### src/rtl/spi_burst_ctrl.sv
// spi_burst_ctrl: runs 1..MAX_BYTES byte bursts through an spi byte engine under one registered slave select
module spi_burst_ctrl #(
  parameter int MAX_BYTES = 4,
  parameter int N_SLAVES = 2,
  parameter int SETUP_CLKS = 4,
  parameter int HOLD_CLKS = 4,
  localparam int SW = N_SLAVES > 1 ? $clog2(N_SLAVES) : 1,
  localparam int NW = $clog2(MAX_BYTES + 1),
  localparam int DW = 8 * MAX_BYTES
) (
  input  logic          clk,
  input  logic          reset,
  input  logic          start,
  input  logic [SW-1:0] slave_id,
  input  logic [NW-1:0] nbytes,
  input  logic [DW-1:0] tx_data,
  input  logic          mode_cpol,
  input  logic          mode_cpha,
  input  logic [15:0]   mode_dvsr,
  output logic          busy,
  output logic          done_tick,
  output logic [DW-1:0] rx_data,
  output logic [N_SLAVES-1:0] ss_n,
  output logic          spi_start,
  output logic [7:0]    spi_din,
  output logic          spi_cpol,
  output logic          spi_cpha,
  output logic [15:0]   spi_dvsr,
  input  logic          spi_ready,
  input  logic          spi_done_tick,
  input  logic [7:0]    spi_dout
);
  localparam int CMAX = SETUP_CLKS > HOLD_CLKS ? SETUP_CLKS : HOLD_CLKS;
  localparam int CW = CMAX > 1 ? $clog2(CMAX) : 1;
  typedef enum logic [2:0] {IDLE, SETUP, ISSUE, WAIT, HOLD} state_t;
  state_t st, nxt;
  logic [CW-1:0] cnt;
  logic [NW-1:0] bcnt;
  logic [DW-1:0] tx_sr, rx_sr;
  logic [NW+2:0] sh;
  logic ok, accept, setup_tc, hold_tc, rx_fire;
  assign busy = st != IDLE || done_tick;
  assign spi_din = tx_sr[DW-1 -: 8];
  // left-justify the request so the first byte always leaves from the top of tx_sr
  assign sh = {NW'(MAX_BYTES) - nbytes, 3'b000};
  always_comb begin
    ok = nbytes != '0 && nbytes <= NW'(MAX_BYTES) && {1'b0, slave_id} < (SW+1)'(N_SLAVES);
    accept = st == IDLE && !done_tick && start && ok;
    setup_tc = st == SETUP && cnt == CW'(SETUP_CLKS - 1);
    hold_tc = st == HOLD && cnt == CW'(HOLD_CLKS - 1);
    spi_start = st == ISSUE && spi_ready;
    rx_fire = st == WAIT && spi_done_tick;
    nxt = accept ? SETUP : setup_tc ? ISSUE : spi_start ? WAIT :
          rx_fire ? (bcnt == NW'(1) ? HOLD : ISSUE) : hold_tc ? IDLE : st;
  end
  always_ff @(posedge clk or negedge reset)
    if (!reset) st <= IDLE;
    else st <= nxt;
  always_ff @(posedge clk or negedge reset)
    if (!reset) begin
      cnt <= '0;
      bcnt <= '0;
      tx_sr <= '0;
      rx_sr <= '0;
      rx_data <= '0;
      ss_n <= '1;
      done_tick <= 1'b0;
      spi_cpol <= 1'b0;
      spi_cpha <= 1'b0;
      spi_dvsr <= '0;
    end else begin
      cnt <= (st == SETUP && !setup_tc) || (st == HOLD && !hold_tc) ? cnt + 1'b1 : '0;
      done_tick <= hold_tc;
      if (accept) begin
        ss_n <= ~(N_SLAVES'(1) << slave_id);
        spi_cpol <= mode_cpol;
        spi_cpha <= mode_cpha;
        spi_dvsr <= mode_dvsr;
        tx_sr <= tx_data << sh;
        rx_sr <= '0;
        bcnt <= nbytes;
      end
      if (spi_start) tx_sr <= tx_sr << 8;
      if (rx_fire) begin
        rx_sr <= (rx_sr << 8) | DW'(spi_dout);
        bcnt <= bcnt - 1'b1;
      end
      if (hold_tc) begin
        ss_n <= '1;
        rx_data <= rx_sr;
      end
    end
endmodule

### config.mk
export PLATFORM = sky130hd
export DESIGN_NAME = spi_burst_ctrl
export DESIGN_NICKNAME = d
export VERILOG_FILES = /design/src/rtl/spi_burst_ctrl.sv
export SDC_FILE = /design/constraint.sdc
export NUM_CORES = 1
export LEC_CHECK = 0
export BUFFER_PORTS_ARGS = -buffer_cell sky130_fd_sc_hd__clkbuf_2
export CAP_MARGIN = 15
export CELL_PAD_IN_SITES_DETAIL_PLACEMENT = 1
export CELL_PAD_IN_SITES_GLOBAL_PLACEMENT = 2
export CORE_UTILIZATION = 36
export CTS_CLUSTER_SIZE = 30
export DETAILED_ROUTE_END_ITERATION = 8
export PLACE_DENSITY_LB_ADDON = 0.12
export SETUP_SLACK_MARGIN = 0.4
export SLEW_MARGIN = 20
export SYNTH_ARGS = -nofsm -noshare
export SYNTH_HDL_FRONTEND = slang
export SYNTH_SLANG_ARGS = --single-unit
export TNS_END_PERCENT = 1
### constraint.sdc
create_clock -name clk -period 2.2 [get_ports clk]
set_input_delay 0.66 -clock clk [delete_from_list [all_inputs] [get_ports clk]]
set_output_delay 0.66 -clock clk [all_outputs]
set_load 0.1 [all_outputs]
---- Word level (Yosys, flattened, before mapping) ----
Index checks and enable logic that the tools add are counted.
storage, ports and cells
  register bits ........................... 125
  bits of input ports ..................... 67
  output and inout port bits .............. 63
  word-level logic and storage cells ...... 62
operators by class
  add/subtract/negate cells ............... 3
  $lt $le $gt $ge ......................... 1
  equal/unequal tests ..................... 6
  shift operators ......................... 2
  muxes and demuxes ....................... 15
  bitwise operators ....................... 2
  reductions and logical operators ........ 22
operator list
  operator             number
  $mux 32              4
  $or 32x8->32         1
  $shl 32x6->32        1
  $mux 3               8
  $logic_and 1x1->1    10
  $eq 3x1->1 const B   2
  $eq 3x2->1 const B   2
  $mux 2               3
  $reduce_bool 2->1    3
  $reduce_bool 3->1    2
  $reduce_bool 5->1    1
  $eq 3x3->1 const B   1
  $le 3x3->1 const B   1
  $logic_not 1->1      3
  $logic_not 3->1      1
  $sub 3x1->3 const B  1
  $sub 3x3->3 const A  1
  $add 2x1->2 const B  1
  $eq 2x2->1 const B   1
  $logic_or 1x1->1     2
  $not 2->2            1
  $shl 1x1->2 const A  1

---- Logic depth before layout (Yosys ltp) ----
  depth after elaboration ................. 7
  mapped depth ............................ 10

---- Least setup slack after synthesis ----
Ideal clock, no wire load.
  path type ............................... input -> output
  from .................................... input port spi_ready
  to ...................................... output port spi_start
  data arrival time ....................... 2,170 ps
  path slack .............................. -630 ps
  cell stages on the path ................. 3
  cells stage by stage .................... nor4bb_1 > buf_2 > clkbuf_1
between the ends
  word-level cells in the longest chain between the ends .. 1
ends and longest elaborated chain
  element             RTL line  RTL
  start: declaration  29        input logic spi_ready,
  $logic_and 1x1->1   51        spi_start = st == ISSUE && spi_ready;
  end: declaration    24        output logic spi_start,
Every way passes these cells.

---- Final worst setup path ----
  from .................................... register st[0]
  to ...................................... output port spi_start
between the ends
  word-level cells in the longest chain between the ends .. 2
ends and longest elaborated chain
  element                   RTL line  RTL
  start: declaration        36        state_t st, nxt;
  start signal: assignment  58        else st <= nxt;
  $eq 3x2->1                51
  $logic_and 1x1->1         51
Every way passes these cells.

==> metrics.md <==
| Metric | Value |
|---|---|
| Initial DRC count | `156` |
| Top cell type by total area after synthesis | `dfrtp_1` |
| Hold WS | `about 240 ps` |
| Clk buf depth | `2` |
| Count leader, synth | `dfrtp_1` |
| Sequential area share after synthesis | `58.2%` |
| Initial Util | `37.0%` |
| Post-route ant nets | `0` |
| Cell Count, Final, Fillers Out | `about 740` |
| VDD IR max | `0.703 mV` |
| Mapped Nets | `about 470` |
| F_max | `465 MHz` |
| DIE AREA | `~15000 µm²` |
| Setup crit end kind | `output port` |
| PD cells | `1460 nW/µm²` |
| Via count | `~3800` |
| Crit-path max FO | `3` |
| Leak | `~0.0036 µW` |
| #FFs+latches synth | `approximately 130` |
| Post-synth ARST share | `between 90% and 100%` |
| Reg2Reg Setup Slack | `between 300 and 400 ps` |
| TritonCTS clock tree | `yes` |
| Commonest cells post-synth | `123 x dfrtp_1, 50 x mux2_2, 40 x a22o_1` |
| Area Overhead vs Synth | `33.3%` |
| Drt wl/cell | `around 18 µm` |
| Mapped cell area | `about 5400 µm²` |
| Yosys top cell area share | `roughly 57%` |
| WP data arrival | `about 1500 ps` |
| Post-synth cell types | `between 40 and 50` |
| Crit path required time | `between 1500 and 2000 ps` |
| DRC | `0` |
| Dpl cells | `700` |
| Number of global-route vias before repair | `approximately 4100` |
| Status | `completed` |
| DRT Pass-1 Iters | `4` |
| Skew-Pair Late Insertion Delay | `about 400 ps` |
| Critical path type | `flip-flop to output port` |
| Post-Syn Instances | `402` |
| CTS Buf Count | `17` |
| FF-to-FF End | `tx_sr[15]` |
| RR Startpoint | `st[1]` |
| Crit start category | `flip-flop` |
| Fin nets | `a little over 600` |
| Number of synthesized flops with an enable pin | `0` |
| Worst Skew | `approximately 8 ps` |
| Overflow after GRT | `0` |
| # port buffers | `129` |
| Share of post-route cells with drive strength above 1 | `~48%` |
| Final hold violations | `0` |
| Avg Synthesized Cell Area | `around 13 µm²` |
| Max-Cap Viols | `0` |
| Final WL | `between 10000 and 15000 µm` |
| RSZ-0062 raised after global routing | `yes` |
| Yosys warnings | `0` |
| Pin count of the biggest net entering global routing | `81` |
| Via density per instance | `just over 5` |
| Hold_buf cts | `0` |
| Ant diodes | `0` |
| CORE AREA | `approximately 15000 µm²` |
| Worst min path class | `input port to asynchronous set/reset pin` |
| Hpwl dp | `8840 µm` |
| Die X | `roughly 120 µm` |
| Crit path time final | `around 2200 ps` |
| RD Place Congestion | `0.743` |
| Relative slew slack | `between 70% and 80%` |
| Initial antenna violation count | `0` |
| Largest cells by area after synthesis | `dfrtp_1 57%, mux2_2 10%, a22o_1 6.5%` |
| Die Ht | `between 100 and 150 µm` |
| Root buf cell | `clkbuf_16` |
| GRT Util Overall | `17.6%` |
| Top FF cell, synth | `dfrtp_1` |
| R2R depth | `6` |
| Slew Viols, Final | `0` |
| Clock sinks | `approximately 130` |
| # setup viols final | `0` |
| Least-Margin Pin Slew | `between 400 and 500 ps` |
| Htree depth | `4` |
| FP Rows | `44` |
| Fraction of the cycle the final worst path needs | `around 100%` |
| Top-Level Pins | `130` |
| Global-route wire length before repair | `approximately 22000 µm` |
| Worst-path clk slew | `~60 ps` |
layout make-up:
class	count	area [µm²]
Tap cell	184	230
Timing Repair Buffer	157	1180
Clock buffer	22	464
Clock inverter	10	92.6
Fill cell	1499	7360
Multi-Input combinational cell	228	2040
Inverter	9	33.8
Sequential cell	125	3130
logic make-up after synthesis:
logic type | Yosys count | share of synthesized area (%)
adders and majority gates | 4 | 0.930
muxes | 67 | 13.6
AOI/OAI and AO/OA | 98 | 15.6
and+or+nand+nor | 58 | 6.63
buffers and inverters | 49 | 4.86
DFF | 125 | 58.2
xor gates and xnor gates | 1 | 0.163
worst max-delay path: stages (launching register included):
cell      delay [ps]
dfrtp_2          440
nor4bb_4         280
buf_4            180
buf_12           170
stage by stage:
| stage | setup TNS (ps) | util [%] | setup slack (ps) | power (µW) | cell area, µm² |
|---|---|---|---|---|---|
| after floorplan | -1250 | - | -50.2 | 6840 | 5450 |
| after global routing | -34.0 | 49.4 | -34.0 | 11000 | 7180 |
| final | 0 | 49.4 | 47.6 | 10500 | 7180 |
| after CTS | 0 | 47.9 | 29.0 | 10400 | 6970 |
| after global placement | -140 | 43.9 | -41.6 | 7590 | 6380 |
| after detailed placement | -378 | 43.9 | -63.5 | 7680 | 6380 |
where the power goes:
part / switching (µW) / internal (µW)
combinational: 2990 / 1340
sequential: 499 / 3040
clock: 1000 / 1610
total: 4490 / 5990
registers in the layout, indices dropped and copies added, names as in the netlist:
register and flops:
rx_data 32, rx_sr 32, tx_sr 32, spi_dvsr 16, bcnt 3, st 3
cnt 2, ss_n 2, done_tick 1, spi_cpha 1, spi_cpol 1
layer usage:
layer	share of wire [%]	track usage, %	up-vias
met1	45	23.1	1964
li1	-	-	1764
met5	0	0	-
met2	49	28.1	80
met4	1.2	5.74	0
met3	4.2	5.03	10
placed cells by master, fill, tap and decap left out, types with 2 or more instances in the layout:
master      Yosys  final
clkbuf_1       17      3
buf_12          0     12
inv_1           9      8
clkbuf_8        0      2
mux2_2         50     50
a221o_1        24     24
clkbuf_2        0     65
dfstp_2         2      2
nand3_1         3      2
nand2_1        13     13
buf_6           5      3
clkinv_2        0      3
nor2b_1         9      8
clkbuf_4        0     47
nor3_1          8      8
mux2i_1        17     17
buf_4           8     30
a22o_1         40     40
or2_2           8      8
a211oi_1       16     16
ha_1            4      3
nor2_1          5      5
dfrtp_2         0      3
nor4_4          2      2
clkinv_4        0      2
dfrtp_1       123    120
a21oi_1         8      8
clkinvlp_4      0      4
clkbuf_16       0     17
repair_timing:
item	CTS	global route
gates resized for setup	3	152
setup endpoints to repair	127	139
buffers inserted	3	0
pin swaps	1	69
worst max-delay path by stage:
stage                         start        end  slack [ps]  cells past startpoint
final                         st[0]  spi_start          50                      3
after global routing          st[0]  spi_start         -30                      3
after CTS                     st[2]  spi_start          30                      3
after detailed placement  nbytes[1]  tx_sr[17]         -60                      7
after global placement    nbytes[1]  tx_sr[18]         -40                      7
after floorplan           nbytes[0]  tx_sr[24]         -50                     10
Power figures use the tool's default switching activity.
